$ cat src/rtl/lsu_pkg.sv
// Shared encodings for the load/store unit: access sizes, FSM states, fault codes
// and the alignment rule used when a request is decoded.
package lsu_pkg;

  localparam int LANES = 4;

  typedef enum logic [1:0] {
    SZ_BYTE = 2'b00,
    SZ_HALF = 2'b01,
    SZ_WORD = 2'b10,
    SZ_RSVD = 2'b11
  } size_e;

  typedef enum logic [1:0] {
    ST_IDLE = 2'b00,
    ST_REQ  = 2'b01,
    ST_DONE = 2'b10
  } state_e;

  typedef enum logic [1:0] {
    F_NONE     = 2'b00,
    F_MISALIGN = 2'b01,
    F_TIMEOUT  = 2'b10,
    F_ILLEGAL  = 2'b11
  } fault_e;

  // Natural alignment: halves on even bytes, words on 4-byte boundaries.
  function automatic logic is_misaligned(input logic [1:0] sz, input logic [1:0] lo);
    logic mis;
    case (sz)
      SZ_HALF: mis = lo[0];
      SZ_WORD: mis = (lo != 2'b00);
      default: mis = 1'b0;
    endcase
    return mis;
  endfunction

endpackage

$ cat src/rtl/lsu_align.sv
// Byte-lane steering: store byte enables and lane replication, and load-data
// extraction with sign or zero extension.
module lsu_align
  import lsu_pkg::*;
(
  input  logic [1:0]           size,
  input  logic [1:0]           lo,
  input  logic [LANES*8-1:0]   wdata,
  input  logic [LANES*8-1:0]   rdata,
  input  logic                 ld_unsigned,
  output logic [LANES-1:0]     be,
  output logic [LANES*8-1:0]   wdata_rep,
  output logic [LANES*8-1:0]   ldval
);

  logic [LANES*8-1:0] shifted_s;
  logic               sext_s;

  // Lane selection and extension for the requested access size.
  always_comb begin
    shifted_s = rdata >> {lo, 3'b000};
    be        = 4'b0000;
    wdata_rep = 32'h0000_0000;
    ldval     = 32'h0000_0000;
    sext_s    = 1'b0;
    case (size)
      SZ_BYTE: begin
        be        = 4'b0001 << lo;
        wdata_rep = {4{wdata[7:0]}};
        sext_s    = ~ld_unsigned & shifted_s[7];
        ldval     = {{24{sext_s}}, shifted_s[7:0]};
      end
      SZ_HALF: begin
        be        = lo[1] ? 4'b1100 : 4'b0011;
        wdata_rep = {2{wdata[15:0]}};
        sext_s    = ~ld_unsigned & shifted_s[15];
        ldval     = {{16{sext_s}}, shifted_s[15:0]};
      end
      SZ_WORD: begin
        be        = 4'b1111;
        wdata_rep = wdata;
        ldval     = shifted_s;
      end
      default: begin
        be        = 4'b0000;
        wdata_rep = 32'h0000_0000;
        ldval     = 32'h0000_0000;
      end
    endcase
  end

endmodule

$ cat src/rtl/lsu.sv
// Load/store unit: decodes datapath memory controls, runs a req/ack access to a
// variable-latency memory, stalls the PC meanwhile and records the first fault.
module lsu
  import lsu_pkg::*;
#(
  parameter int n       = 32,
  parameter int TIMEOUT = 16
) (
  input  logic         clk,
  input  logic         reset,
  input  logic         memread,
  input  logic         memwrite,
  input  logic [1:0]   size,
  input  logic         ld_unsigned,
  input  logic [n-1:0] addr,
  input  logic [n-1:0] wdata,
  output logic [n-1:0] readdata,
  output logic         pc_enable,
  output logic         mem_req,
  output logic         mem_we,
  output logic [n-1:0] mem_addr,
  output logic [n-1:0] mem_wdata,
  output logic [3:0]   mem_be,
  input  logic         mem_ack,
  input  logic [n-1:0] mem_rdata,
  output logic [1:0]   fault,
  output logic [n-1:0] fault_addr
);

  localparam int CW = $clog2(TIMEOUT + 1);

  state_e          state_r;
  logic [CW-1:0]   cnt_r;
  logic [n-1:0]    addr_r;
  logic [1:0]      size_r;
  logic            uns_r;
  logic            we_r;
  logic            mem_req_r;
  logic            mem_we_r;
  logic [n-1:0]    mem_addr_r;
  logic [n-1:0]    mem_wdata_r;
  logic [3:0]      mem_be_r;
  logic [n-1:0]    readdata_r;
  logic [1:0]      fault_r;
  logic [n-1:0]    fault_addr_r;

  logic            access_s;
  logic            illegal_s;
  logic            misalign_s;
  logic            legal_s;
  logic [1:0]      bad_code_s;
  logic            in_idle_s;
  logic [1:0]      sel_size_s;
  logic [1:0]      sel_lo_s;
  logic            sel_uns_s;
  logic [3:0]      be_s;
  logic [n-1:0]    wdata_rep_s;
  logic [n-1:0]    ldval_s;
  logic            pc_enable_s;

  assign access_s   = memread | memwrite;
  assign illegal_s  = access_s & ((memread & memwrite) | (size == SZ_RSVD));
  assign misalign_s = access_s & ~illegal_s & is_misaligned(size, addr[1:0]);
  assign legal_s    = access_s & ~illegal_s & ~misalign_s;
  assign bad_code_s = illegal_s ? F_ILLEGAL : F_MISALIGN;

  // While idle the lanes follow the live request; afterwards the captured one.
  assign in_idle_s  = (state_r == ST_IDLE);
  assign sel_size_s = in_idle_s ? size        : size_r;
  assign sel_lo_s   = in_idle_s ? addr[1:0]   : addr_r[1:0];
  assign sel_uns_s  = in_idle_s ? ld_unsigned : uns_r;

  lsu_align u_align (
    .size        (sel_size_s),
    .lo          (sel_lo_s),
    .wdata       (wdata),
    .rdata       (mem_rdata),
    .ld_unsigned (sel_uns_s),
    .be          (be_s),
    .wdata_rep   (wdata_rep_s),
    .ldval       (ldval_s)
  );

  // Stall decision: the stall must start in the same cycle a legal access is seen.
  always_comb begin
    pc_enable_s = 1'b1;
    if (!reset) begin
      pc_enable_s = 1'b1;
    end else if (state_r == ST_REQ) begin
      pc_enable_s = 1'b0;
    end else if (in_idle_s && legal_s) begin
      pc_enable_s = 1'b0;
    end else begin
      pc_enable_s = 1'b1;
    end
  end

  // Access FSM with timeout counter, bus registers, load result and sticky fault.
  always_ff @(posedge clk or negedge reset) begin
    if (!reset) begin
      state_r      <= ST_IDLE;
      cnt_r        <= '0;
      addr_r       <= '0;
      size_r       <= 2'b00;
      uns_r        <= 1'b0;
      we_r         <= 1'b0;
      mem_req_r    <= 1'b0;
      mem_we_r     <= 1'b0;
      mem_addr_r   <= '0;
      mem_wdata_r  <= '0;
      mem_be_r     <= 4'b0000;
      readdata_r   <= '0;
      fault_r      <= F_NONE;
      fault_addr_r <= '0;
    end else begin
      case (state_r)
        ST_IDLE: begin
          if (legal_s) begin
            addr_r      <= addr;
            size_r      <= size;
            uns_r       <= ld_unsigned;
            we_r        <= memwrite;
            cnt_r       <= '0;
            mem_req_r   <= 1'b1;
            mem_we_r    <= memwrite;
            mem_addr_r  <= {addr[n-1:2], 2'b00};
            mem_be_r    <= be_s;
            mem_wdata_r <= wdata_rep_s;
            state_r     <= ST_REQ;
          end else if (illegal_s || misalign_s) begin
            readdata_r <= '0;
            if (fault_r == F_NONE) begin
              fault_r      <= bad_code_s;
              fault_addr_r <= addr;
            end
          end
        end
        ST_REQ: begin
          if (mem_ack) begin
            if (!we_r) begin
              readdata_r <= ldval_s;
            end
            mem_req_r <= 1'b0;
            state_r   <= ST_DONE;
          end else if (cnt_r == CW'(TIMEOUT - 1)) begin
            readdata_r <= '0;
            if (fault_r == F_NONE) begin
              fault_r      <= F_TIMEOUT;
              fault_addr_r <= addr_r;
            end
            mem_req_r <= 1'b0;
            state_r   <= ST_DONE;
          end else begin
            cnt_r <= cnt_r + CW'(1);
          end
        end
        ST_DONE: begin
          state_r <= ST_IDLE;
        end
        default: begin
          mem_req_r <= 1'b0;
          state_r   <= ST_IDLE;
        end
      endcase
    end
  end

  assign readdata   = readdata_r;
  assign pc_enable  = pc_enable_s;
  assign mem_req    = mem_req_r;
  assign mem_we     = mem_we_r;
  assign mem_addr   = mem_addr_r;
  assign mem_wdata  = mem_wdata_r;
  assign mem_be     = mem_be_r;
  assign fault      = fault_r;
  assign fault_addr = fault_addr_r;

endmodule

$ cat config.mk
export PLATFORM = sky130hd
export DESIGN_NAME = lsu
export DESIGN_NICKNAME = d
export VERILOG_FILES = /design/src/rtl/lsu_pkg.sv /design/src/rtl/lsu_align.sv /design/src/rtl/lsu.sv
export SDC_FILE = /design/constraint.sdc
export NUM_CORES = 1
export LEC_CHECK = 0
export CORE_UTILIZATION = 50
export CTS_BUF_LIST = sky130_fd_sc_hd__clkbuf_16
export DETAILED_ROUTE_END_ITERATION = 6
export PLACE_DENSITY = 0.9
export SLEW_MARGIN = 20
export SYNTH_ARGS = -nofsm -noshare
export SYNTH_HDL_FRONTEND = slang
export SYNTH_SLANG_ARGS = --single-unit
$ cat constraint.sdc
create_clock -name clk -period 4.1 [get_ports clk]
set_clock_uncertainty 0.15 [all_clocks]
set_input_delay 0.82 -clock clk [delete_from_list [all_inputs] [get_ports clk]]
set_output_delay 0.82 -clock clk [all_outputs]
set_load 0.005 [all_outputs]
==> flow_metrics.tcl <==
set metrics [dict create \
    drtAntennaViolNets 0 \
    vias 6686 \
    r2r_slack_ns 0.97 \
    rr_startpoint "state_r[1]" \
    worstSetupPathType "input pin to output port" \
    rows 44 \
    status "complete, no violations" \
    syn_to_final_growth_pct 40.12 \
    dieWidth_um 123.4 \
    routed_wl_mm 21.27 \
    ys_warn_count 0 \
    syn_area_per_cell_um2 9.451 \
    fill_cells 1079 \
    dp_slack_ns 0.3418 \
    start_kind "input pin" \
    worstMarginPinSlew_ns 0.8998 \
    layout-drive-gt1-share 0.1181 \
    final_cells 1175 \
    drtPass1Iterations 5 \
    cap_violations 0 \
    grt_max_degree 75 \
    tns_ns 0 \
    path_clk_slew_ns 0.05 \
    hold_viol_final 0 \
    cts_resized 0 \
    hold_path_class "input pin to asynchronous set/reset pin" \
    slew_viol_final 0 \
    crit_top_cell "clkdlybuf4s50_1" \
    drtIter0Drc 400 \
    yosys.area.top_type_share 0.4956 \
    start_util 0.5092 \
    cpMaxStageDelayCell "clkdlybuf4s50_1" \
    totalPowerFinal_mw 6.982 \
    track_usage 0.2822 \
    gr-total-overflow 0 \
    max_freq_mhz 265.1 \
    seq_area_frac_synth 0.4956 \
    critical_path_peak_fanout 4 \
    grt_pass1_vias 6465 \
    synth.area.top_cells "dfrtp_1, nand2_1, mux2_2" \
    synth_top_flop_cell "dfrtp_1" \
    dp.cells 1143 \
    h-tree-depth 4 \
    clockRootBuffer "clkbuf_16" \
    cts_setup_buffers 0 \
    synth_edf_count 0 \
    rsz0062_at_grt "no" \
    cts_tree "built" \
    holdBufCountCts 0 \
    place.port_buffers 238 \
    drc_errors 0 \
    required_ns 3.13 \
    cts_buffer_depth 2 \
    ys_ff_latch 146 \
    post-route-util 0.7134 \
    r2r_end "readdata[24]" \
    r2r_cells 5 \
    crit_start "size[0]" \
    syn_area_um2 7372 \
    end_kind "output port" \
    diodes 0 \
    peakVddDrop_mv 0.3369 \
    dpl.hpwl_mm 14.84 \
    ys_types 49 \
    antenna_found_initial 0 \
    fin_crit_sh 0.9199 \
    place_congestion 0.8844 \
    synthArstFlopShare 1.000 \
    cp-endpoint "pc_enable" \
    power.density_nw_per_um2 675.9 \
    die_area_um2 15230 \
    p_leak_nw 4.755 \
    path_cells "clkdlybuf4s50_1 > inv_1 > ha_1 > a21o_1 > and3_2 > o21ai_0 > clkdlybuf4s50_1" \
    coreArea_um2 14480 \
    insertion_delay_ns 0.41 \
    routed_via_density 5.690 \
    cts_made_buffers 17 \
    synth.most_common_cell "nand2_1" \
    fp.dieH_um 123.4 \
    layout_min_cycle_time_ns 3.772 \
    grt_pass1_wl_mm 32.86 \
    ys_top_cells_by_count "nand2_1, dfrtp_1, mux2_2, nor2_1, o21ai_0" \
    setup_ws_ns 0.3282 \
    design.final.nets 1088 \
    fin_area_um2 10330 \
    synth_top_area_cell "dfrtp_1" \
    holdWs_ns 0.1422 \
    cts_sinks 146 \
    cpPeakStageDelay_ns 0.55 \
    synth_cells 780 \
    ios 241 \
    wl_per_cell_um 18.10 \
    worstPathArrival_ns 2.80 \
    setup_viol 0 \
    postPlaceCellArea_um2 9753 \
    slew_headroom 0.3830 \
]
[critical path: cells and delay by family]
kind | cells | cell delay, ns
buffers and inverters | 3 | 1.12
and+or+nand+nor | 1 | 0.21
AOI/OAI and AO/OA | 2 | 0.33
adders and majority gates | 1 | 0.32
[layout make-up]
class,count,area (µm²),area share
Multi-Input combinational cell,549,3309,0.3204
Sequential cell,146,3654,0.3537
Timing Repair Buffer,260,2569,0.2487
Clock inverter,14,123.9,0.01199
Clock buffer,17,425.4,0.04118
Tap cell,184,230.2,0.02229
Inverter,5,18.77,0.001817
[sequential cells by signal, indices dropped and copies added, names as in the netlist, 2 cells and up]
signal and count:
readdata 32, mem_wdata 32, state_r 2, fault_addr 32
fault 2, mem_be 4, size_r 2, cnt_r 5
addr_r 31
[how the worst min path moves through the flow]
stage | start | depth (start not counted) | end | slack [ns]
after CTS | reset | 1 | addr_r[18] | 0.13
after detailed placement | mem_wdata[2] | 2 | mem_wdata[2] | 0.31
after global placement | mem_wdata[6] | 2 | mem_wdata[6] | 0.30
after global routing | reset | 1 | fault_addr[9] | 0.15
final | reset | 1 | fault_addr[18] | 0.14
after floorplan | mem_wdata[0] | 2 | mem_wdata[0] | 0.31
[kinds of logic (layout without fill, tap and decap cells)]
| logic type | after synthesis | count (layout) | share of synthesized area |
|---|---|---|---|
| XOR/XNOR | 5 | 5 | 0.005941 |
| other | 1 | 2 | 0.0005087 |
| buffers and inverters | 86 | 296 | 0.06246 |
| flip-flops | 146 | 146 | 0.4956 |
| AND/OR/NAND/NOR | 344 | 344 | 0.1940 |
| multiplexers | 71 | 71 | 0.1181 |
| adder cells (fa/ha/maj) | 5 | 5 | 0.008486 |
| AO/OA/AOI/OAI | 122 | 122 | 0.1149 |
[layer usage]
layer | track usage | up-vias | wire (µm) | share of wire
met5 | 0 | - | 0 | 0
met4 | 0.1378 | 0 | 800 | 0.038
met3 | 0.05673 | 64 | 1406 | 0.066
met2 | 0.4578 | 321 | 10290 | 0.48
met1 | 0.3606 | 3245 | 8766 | 0.41
li1 | - | 3056 | - | -
[report_power, final]
group | internal, mW | total, mW | switching, mW | leakage (nW)
logic | 1.74 | 3.06 | 1.32 | 2.64
clock network | 0.877 | 1.45 | 0.572 | 0.272
registers | 2.05 | 2.48 | 0.430 | 1.84
[cell usage in the layout (no fill, tap or decap), drive strengths merged, types with 2 or more instances in the layout]
cell type / n
ha: 5
dfrtp: 146
mux2i: 21
and3: 2
mux4: 8
xor2: 2
xnor2: 3
clkinvlp: 2
a211oi: 7
a211o: 8
a21oi: 17
clkdlybuf4s50: 237
o21ai: 42
nand3: 12
a2bb2oi: 8
nand4: 18
nand2: 249
conb: 2
mux2: 42
nor3: 6
or2: 3
buf: 23
a21o: 2
a2111oi: 2
a22o: 12
clkinv: 9
nor4b: 2
a221oi: 16
bufinv: 2
inv: 6
clkbuf: 17
nor2: 42
o211ai: 2
nand2b: 5
(Power assumes the default switching activity.)
